==> config.mk <==
export PLATFORM = sky130hd
export DESIGN_NAME = pwm_cfg_sequencer_flat
export DESIGN_NICKNAME = d
export VERILOG_FILES = /design/src/rtl/pwm_cfg_sequencer_if.sv /design/src/rtl/pwm_cfg_sequencer.sv /design/src/flat_wrapper.sv
export SDC_FILE = /design/constraint.sdc
export NUM_CORES = 1
export LEC_CHECK = 0
export ABC_CLOCK_PERIOD_IN_PS = 2430
export CAP_MARGIN = 25
export CORE_AREA = 2 2 86 88
export DETAILED_ROUTE_END_ITERATION = 7
export DIE_AREA = 0 0 88 90
export GPL_TIMING_DRIVEN = 0
export SYNTH_ARGS = -nofsm -noshare
export SYNTH_HDL_FRONTEND = slang
export SYNTH_SLANG_ARGS = --single-unit
==> constraint.sdc <==
create_clock -name clk -period 2.43 [get_ports clk]
set_input_delay 0.243 -clock clk [delete_from_list [all_inputs] [get_ports clk]]
set_output_delay 0.243 -clock clk [all_outputs]
set_load 0.01 [all_outputs]
==> src/rtl/pwm_cfg_sequencer_if.sv <==
// Host-side configuration bus of the PWM config sequencer: register writes plus
// the commit handshake that moves shadow config into the running counter.
interface pwm_cfg_sequencer_if;
    logic        wr_valid;
    logic        wr_ready;
    logic [1:0]  wr_addr;
    logic [15:0] wr_data;
    logic        commit_req;
    logic        commit_done;
    logic        busy;

    modport master (
        output wr_valid, wr_addr, wr_data, commit_req,
        input  wr_ready, commit_done, busy
    );

    modport slave (
        input  wr_valid, wr_addr, wr_data, commit_req,
        output wr_ready, commit_done, busy
    );
endinterface

==> src/rtl/pwm_cfg_sequencer.sv <==
// PWM configuration sequencer: shadow registers written over the config bus are
// applied to the counter only at a counter safe point, with a registered count reset.
module pwm_cfg_sequencer (
    input  logic                  clk,
    input  logic                  rst,
    pwm_cfg_sequencer_if.slave    cfg,
    input  logic [15:0]           count_val,
    output logic [15:0]           period,
    output logic [7:0]            prescale,
    output logic                  en,
    output logic                  upnotdown,
    output logic                  count_reset
);
    typedef enum logic [1:0] {
        ST_IDLE  = 2'd0,
        ST_ARMED = 2'd1,
        ST_APPLY = 2'd2
    } state_t;

    localparam logic [15:0] RST_PERIOD   = 16'h00FF;
    localparam logic [7:0]  RST_PRESCALE = 8'h00;

    state_t      state_r;
    logic [15:0] sh_period_r;
    logic [7:0]  sh_prescale_r;
    logic        sh_en_r;
    logic        sh_upnotdown_r;
    logic [15:0] period_r;
    logic [7:0]  prescale_r;
    logic        en_r;
    logic        upnotdown_r;
    logic        count_reset_r;
    logic        commit_done_r;
    logic        idle_s;
    logic        wr_acc_s;
    logic        safe_s;

    assign idle_s   = (state_r == ST_IDLE);
    assign wr_acc_s = cfg.wr_valid & idle_s;

    // Safe point is judged on what the counter is running now, never on the shadow copy
    assign safe_s = (~en_r)
                  | (upnotdown_r  & (count_val == period_r))
                  | (~upnotdown_r & (count_val == 16'h0000));

    assign cfg.wr_ready    = idle_s;
    assign cfg.busy        = ~idle_s;
    assign cfg.commit_done = commit_done_r;
    assign period          = period_r;
    assign prescale        = prescale_r;
    assign en              = en_r;
    assign upnotdown       = upnotdown_r;
    assign count_reset     = count_reset_r;

    // Commit FSM together with shadow/active config and the one-cycle pulse outputs
    always_ff @(posedge clk or posedge rst) begin
        if (rst) begin
            state_r        <= ST_IDLE;
            sh_period_r    <= RST_PERIOD;
            sh_prescale_r  <= RST_PRESCALE;
            sh_en_r        <= 1'b0;
            sh_upnotdown_r <= 1'b1;
            period_r       <= RST_PERIOD;
            prescale_r     <= RST_PRESCALE;
            en_r           <= 1'b0;
            upnotdown_r    <= 1'b1;
            count_reset_r  <= 1'b0;
            commit_done_r  <= 1'b0;
        end else begin
            count_reset_r <= 1'b0;
            commit_done_r <= 1'b0;
            case (state_r)
                ST_IDLE: begin
                    if (wr_acc_s) begin
                        case (cfg.wr_addr)
                            2'd0: sh_period_r   <= cfg.wr_data;
                            2'd1: sh_prescale_r <= cfg.wr_data[7:0];
                            2'd2: begin
                                sh_en_r        <= cfg.wr_data[0];
                                sh_upnotdown_r <= cfg.wr_data[1];
                            end
                            2'd3: count_reset_r <= 1'b1;
                            default: count_reset_r <= 1'b0;
                        endcase
                    end else begin
                        count_reset_r <= 1'b0;
                    end
                    // A same-cycle write lands in the shadow first, so the commit picks it up
                    if (cfg.commit_req) begin
                        state_r <= ST_ARMED;
                    end else begin
                        state_r <= ST_IDLE;
                    end
                end
                ST_ARMED: begin
                    if (safe_s) begin
                        period_r      <= sh_period_r;
                        prescale_r    <= sh_prescale_r;
                        en_r          <= sh_en_r;
                        upnotdown_r   <= sh_upnotdown_r;
                        count_reset_r <= 1'b1;
                        commit_done_r <= 1'b1;
                        state_r       <= ST_APPLY;
                    end else begin
                        state_r <= ST_ARMED;
                    end
                end
                ST_APPLY: begin
                    state_r <= ST_IDLE;
                end
                default: begin
                    state_r <= ST_IDLE;
                end
            endcase
        end
    end
endmodule
==> src/flat_wrapper.sv <==
// flat-port wrapper written by rule: the top's interface ports become plain ports
module pwm_cfg_sequencer_flat 
  (clk, rst, count_val, period, prescale, en, upnotdown, count_reset, cfg_wr_valid, cfg_wr_addr, cfg_wr_data, cfg_commit_req, cfg_wr_ready, cfg_commit_done, cfg_busy);
  pwm_cfg_sequencer_if cfg_i ();
  input  logic clk;
  input  logic rst;
  input  logic [15:0] count_val;
  output logic [15:0] period;
  output logic [7:0] prescale;
  output logic en;
  output logic upnotdown;
  output logic count_reset;
  input wire logic [$bits(cfg_i.wr_valid)-1:0] cfg_wr_valid;
  input wire logic [$bits(cfg_i.wr_addr)-1:0] cfg_wr_addr;
  input wire logic [$bits(cfg_i.wr_data)-1:0] cfg_wr_data;
  input wire logic [$bits(cfg_i.commit_req)-1:0] cfg_commit_req;
  output wire logic [$bits(cfg_i.wr_ready)-1:0] cfg_wr_ready;
  output wire logic [$bits(cfg_i.commit_done)-1:0] cfg_commit_done;
  output wire logic [$bits(cfg_i.busy)-1:0] cfg_busy;
  assign cfg_i.wr_valid = cfg_wr_valid;
  assign cfg_i.wr_addr = cfg_wr_addr;
  assign cfg_i.wr_data = cfg_wr_data;
  assign cfg_i.commit_req = cfg_commit_req;
  assign cfg_wr_ready = cfg_i.wr_ready;
  assign cfg_commit_done = cfg_i.commit_done;
  assign cfg_busy = cfg_i.busy;
  pwm_cfg_sequencer u_core (.clk(clk), .rst(rst), .cfg(cfg_i), .count_val(count_val), .period(period), .prescale(prescale), .en(en), .upnotdown(upnotdown), .count_reset(count_reset));
endmodule
# ---- After elaboration in Yosys (flattened, before gate mapping)
# Cells that the tools add are included.
dict set report op_classes {
  n_eq_ne 5
  mux 8
  bitwise 8
  n_reduce_logical 7
}
# op n
set ops {}
lappend ops {{$eq A16 B16 Y1} 1}
lappend ops {{$logic_not A16 Y1} 1}
lappend ops {{$reduce_and A3 Y1} 3}
lappend ops {{$mux W1} 5}
lappend ops {{$eq A2 B1 Y1 const B} 2}
lappend ops {{$eq A2 B2 Y1 const B} 2}
lappend ops {{$logic_not A2 Y1} 2}
lappend ops {{$pmux W2 S2} 1}
lappend ops {{$and A1 B1 Y1} 3}
lappend ops {{$not A1 Y1} 3}
lappend ops {{$mux W2} 1}
lappend ops {{$or A1 B1 Y1} 2}
lappend ops {{$pmux W1 S2} 1}
lappend ops {{$reduce_and A2 Y1} 1}
dict set report word_totals {
  reg_bits 56
  in_bits 38
  word_cells 39
}

# ---- Depth between registers and ports, before layout
dict set report depth {
  word_depth 6
  mapped_depth 7
  depth_no_buf 5
}

# ---- Worst setup path after synthesis
# OpenSTA, ideal clock, no wires.
dict set report synth_path {
  path_type {reg-to-reg}
  startpoint {register u_core.period_r[0], in the netlist u_core.period[0]}
  endpoint {register u_core.period_r[15], in the netlist u_core.period[15]}
  t_arrival_ns 1.769
  slack_ns 0.536
  path_stages_with_launch 8
  path_buffers 2
  path_cell_list {dfstp_2 -> xor2_1 -> nor4_1 -> and4_1 -> a22oi_1 -> buf_6 -> buf_6 -> mux2_4}
}
dict set report synth_via {
  elab_chain_len 5
}
# item line_no
set synth_rtl {}
lappend synth_rtl {{start, declared} pwm_cfg_sequencer.sv:28} ;# logic [15:0] period_r;
lappend synth_rtl {{start signal, assigned} pwm_cfg_sequencer.sv:97} ;# period_r <= sh_period_r;
lappend synth_rtl {{$eq A16 B16 Y1} pwm_cfg_sequencer.sv:43} ;# | (upnotdown_r & (count_val == period_r))
lappend synth_rtl {{$and A1 B1 Y1} pwm_cfg_sequencer.sv:43}
lappend synth_rtl {{$or A1 B1 Y1} pwm_cfg_sequencer.sv:43}
lappend synth_rtl {{$or A1 B1 Y1} pwm_cfg_sequencer.sv:44} ;# | (~upnotdown_r & (count_val == 16'h0000));
lappend synth_rtl {{$reduce_and A2 Y1 (no source line)} n/a}
# No other way between the ends.
# A chain may end at the register's enable or synchronous reset.

# ---- Worst setup path in the final report
dict set report layout_path {
  startpoint {register u_core.state_r[0]}
  endpoint {register u_core.sh_period_r[8]}
}
dict set report layout_via {
  elab_chain_len 3
}
# item line_no
set layout_rtl {}
lappend layout_rtl {{start, declared} pwm_cfg_sequencer.sv:23} ;# state_t state_r;
lappend layout_rtl {{start signal, assigned} pwm_cfg_sequencer.sv:58} ;# state_r <= ST_IDLE;
lappend layout_rtl {{start signal, assigned} pwm_cfg_sequencer.sv:90} ;# state_r <= ST_ARMED;
lappend layout_rtl {{start signal, assigned} pwm_cfg_sequencer.sv:92} ;# state_r <= ST_IDLE;
lappend layout_rtl {{$logic_not A2 Y1 (*)} {pwm_cfg_sequencer.sv:38, pwm_cfg_sequencer.sv:72}}
lappend layout_rtl {{$and A1 B1 Y1} pwm_cfg_sequencer.sv:39} ;# assign wr_acc_s = cfg.wr_valid & idle_s;
lappend layout_rtl {{$reduce_and A3 Y1 (no source line) (*)} n/a}
lappend layout_rtl {{end signal, assigned} pwm_cfg_sequencer.sv:76} ;# 2'd0: sh_period_r <= cfg.wr_data;
lappend layout_rtl {{end, declared} pwm_cfg_sequencer.sv:24} ;# logic [15:0] sh_period_r;
# Mark *: on every way between the ends. The rest lies on a longest branch, timed or not.

==> results.sh <==
export IMPL_crit_end="u_core.sh_period_r[8]"
export IMPL_ctsHtreeMaxLevel=2
export IMPL_rows=31
export IMPL_io_buffer_count=67
export IMPL_drc=0
export IMPL_cap_violations=0
export IMPL_worst_pin_slew_ps=631
export IMPL_gp_congestion=0.756
export IMPL_worst_r2r_setup_slack_ps=240
export IMPL_syn_area_per_cell_um2=15.1
export IMPL_cp_arrival_ps=2380
export IMPL_fmax_mhz=458
export IMPL_die_w_um=88
export IMPL_hold_viol_final=0
export IMPL_ys_types=26
export IMPL_routed_wl_um=5210
export IMPL_cp_depth=5
export IMPL_clockBufferDepth=2
export IMPL_tritoncts="yes"
export IMPL_clk_pin_slew_worst_paths_ps=100
export IMPL_antenna_found_initial=0
export IMPL_syn_nets=196
export IMPL_area_growth_pct=37.6
export IMPL_grt_pass1_wl_um=8360
export IMPL_vias=1493
export IMPL_crit_path_end_kind="flip-flop"
export IMPL_cp_start_kind="flip-flop"
export IMPL_status="finished, final reports clean"
export IMPL_drv_slew=0
export IMPL_fp_dieH_um=90
export IMPL_fin_crit_sh_pct=89.9
export IMPL_critPathKind="reg -> reg"
export IMPL_final_nets=271
export IMPL_placedInstanceArea_um2=3200
export IMPL_fin_hold_ws_ps=333
export IMPL_cp_buffers_inverters=1
export IMPL_wl_per_cell_um=15.6
export IMPL_cts_made_buffers=5
export IMPL_synth_area_um2=2380
export IMPL_power_density_nw_per_um2=1250
export IMPL_rsz0062_at_grt="no"
export IMPL_path_delay_family="simple AND/OR/NAND/NOR gates"
export IMPL_antennaDiodeCount=0
export IMPL_startpoint="u_core.state_r[0]"
export IMPL_dieArea_um2=7920
export IMPL_period_needed_ps=2190
export IMPL_ant_nets=0
export IMPL_dp_hpwl_um=3890
export IMPL_worstPathMaxFanout=10
export IMPL_cts_num_sinks=56
export IMPL_cp_slowest_cell="nor3_2"
export IMPL_insertion_delay_ps=310
export IMPL_r2r_start="u_core.state_r[0]"
export IMPL_clockRootBuffer="clkbuf_8"
export IMPL_fin_setup_tns_ps=0
export IMPL_r2r_end="u_core.sh_period_r[8]"
export IMPL_drive_above_1_share_pct=35.9
export IMPL_relSlewSlack_pct=57.7
export IMPL_cp_data_required_time_ps=2620
export IMPL_cts_setup_buffers=0
export IMPL_drtIter0Drc=57
export IMPL_grt_pass1_vias=1597
export IMPL_synth_seq_area_share_pct=59.7
export IMPL_start_util_pct=34.0
export IMPL_synth_top_cell_by_area="dfrtp_1"
export IMPL_synth_top_area_share_pct=39.9
export IMPL_grt_overflow=0
export IMPL_yosys_top_cells_area="dfrtp_1 40%, mux2_2 21%, dfstp_2 20%, mux2_4 4.4%, xnor2_1 4.4%"
export IMPL_crit_path_max_incr_delay_ps=500
export IMPL_boundaryPins=68
export IMPL_path_cells="nor2_1, nand2_1, nor3_2, buf_2, mux2_2"
export IMPL_synthCells=158
export IMPL_yosysWarnings=0
export IMPL_ys_seq_elements=56
export IMPL_reg2reg_depth=5
export IMPL_viasPerCell=4.48
export IMPL_hold_path_class="in -> async"
export IMPL_setup_violations=0
export IMPL_ctsResizeCount=0
export IMPL_fill_cells=637
export IMPL_skew_ps=10.5
export IMPL_peakVddDrop_mv=0.473
export IMPL_track_usage_pct=13.8
export IMPL_final_design_area_no_fill_um2=3280
export IMPL_grt_max_degree=30
export IMPL_hold_buffers=0
export IMPL_leakage_nw=1.35
export IMPL_dr_pass1_iters=4
export IMPL_core_area_um2=7020
==> cells in the mapped netlist <==
library cell / number
nor4_1: 4
nor2b_1: 1
o21ai_0: 1
dfrtp_1: 38
nand3_1: 2
clkbuf_1: 1
mux2_2: 45
and3_1: 1
nand2_1: 1
or3_1: 1
dfstp_2: 18
buf_6: 2
inv_1: 5
buf_2: 2
nor3_1: 1
a21oi_1: 1
a22oi_1: 1
nor2_1: 3
mux2_4: 7
xnor2_1: 12
a22o_1: 1
o41ai_2: 1
and4_1: 1
xor2_1: 4
nand4_1: 3
nor3_2: 1
==> cells by family (layout without fill, tap and decap cells) <==
family	Yosys count	after routing	synth area share [%]
flip-flops	56	56	59.7
XOR/XNOR	16	16	5.88
multiplexers	52	52	25.7
AO/OA/AOI/OAI	5	5	1.78
AND/OR/NAND/NOR	19	19	4.67
buffers and inverters	10	86	2.31
==> layer usage <==
metal	global-route usage, %	part of all wire (%)	vias to the layer above
li1	-	-	712
met1	19.9	48	730
met2	20.6	45	44
met3	3.76	6.0	7
met4	3.46	1.1	0
met5	0	0	-
==> power by group <==
part | internal [mW] | total, mW | leakage, nW | switching (mW)
registers | 1.52 | 1.83 | 0.649 | 0.311
clock network | 0.203 | 0.489 | 0.0422 | 0.286
logic | 1.15 | 1.78 | 0.658 | 0.629
==> worst register-to-register path: stages (launching register included) <==
cell	delay (ps)
dfrtp_1	380
nor2_1	290
nand2_1	130
nor3_2	500
buf_2	400
mux2_2	370
==> stage by stage <==
stage	total power, mW	util (%)	setup WS, ps	std cells
final	4.09	46.7	244	333
after global placement	3.61	45.3	-221	324
after floorplan	2.83	-	536	158
after CTS	4.16	46.7	234	333
after detailed placement	3.65	45.6	-3.05	325
after global routing	4.37	46.7	106	333
==> final cells by class <==
cell class                      count  area (um2)  share of cell area, %
Buffer                              5        36.3                   1.11
Sequential cell                    56        1420                   43.4
Inverter                            5        18.8                  0.572
Timing Repair Buffer               68         691                   21.1
Clock inverter                      1        5.00                  0.153
Multi-Input combinational cell     92         906                   27.6
Clock buffer                        7        76.3                   2.33
Tap cell                           99         124                   3.78
==> state kept, by name, indices dropped and copies added (netlist names) <==
name,count
u_core.period,16
u_core.sh_period_r,16
u_core.prescale,8
u_core.sh_prescale_r,8
u_core.state_r,2
u_core.cfg.commit_done,1
u_core.count_reset,1
u_core.en,1
u_core.sh_en_r,1
u_core.sh_upnotdown_r,1
u_core.upnotdown,1
==> placed cells by master (no fill, tap or decap), drive strengths merged, types with 3 or more instances in the layout <==
master / netlist / final
mux2: 52 / 52
dfstp: 18 / 18
inv: 5 / 5
buf: 4 / 5
xor2: 4 / 4
nor4: 4 / 4
dfrtp: 38 / 38
nor2: 3 / 3
nand4: 3 / 3
clkbuf: 1 / 8
xnor2: 12 / 12
clkdlybuf4s50: 0 / 67
==> worst min path at each step <==
stage / from / to / slack, ps
CTS: rst / u_core.prescale[1] / 350
finish: rst / u_core.prescale[1] / 330
global route: rst / u_core.prescale[1] / 400
global placement: u_core.sh_prescale_r[6] / u_core.prescale[6] / 480
floorplan: cfg_commit_req / u_core.state_r[0] / 380
detailed placement: u_core.sh_prescale_r[1] / u_core.prescale[1] / 490
Note: power is estimated with default switching activity, not from simulation.
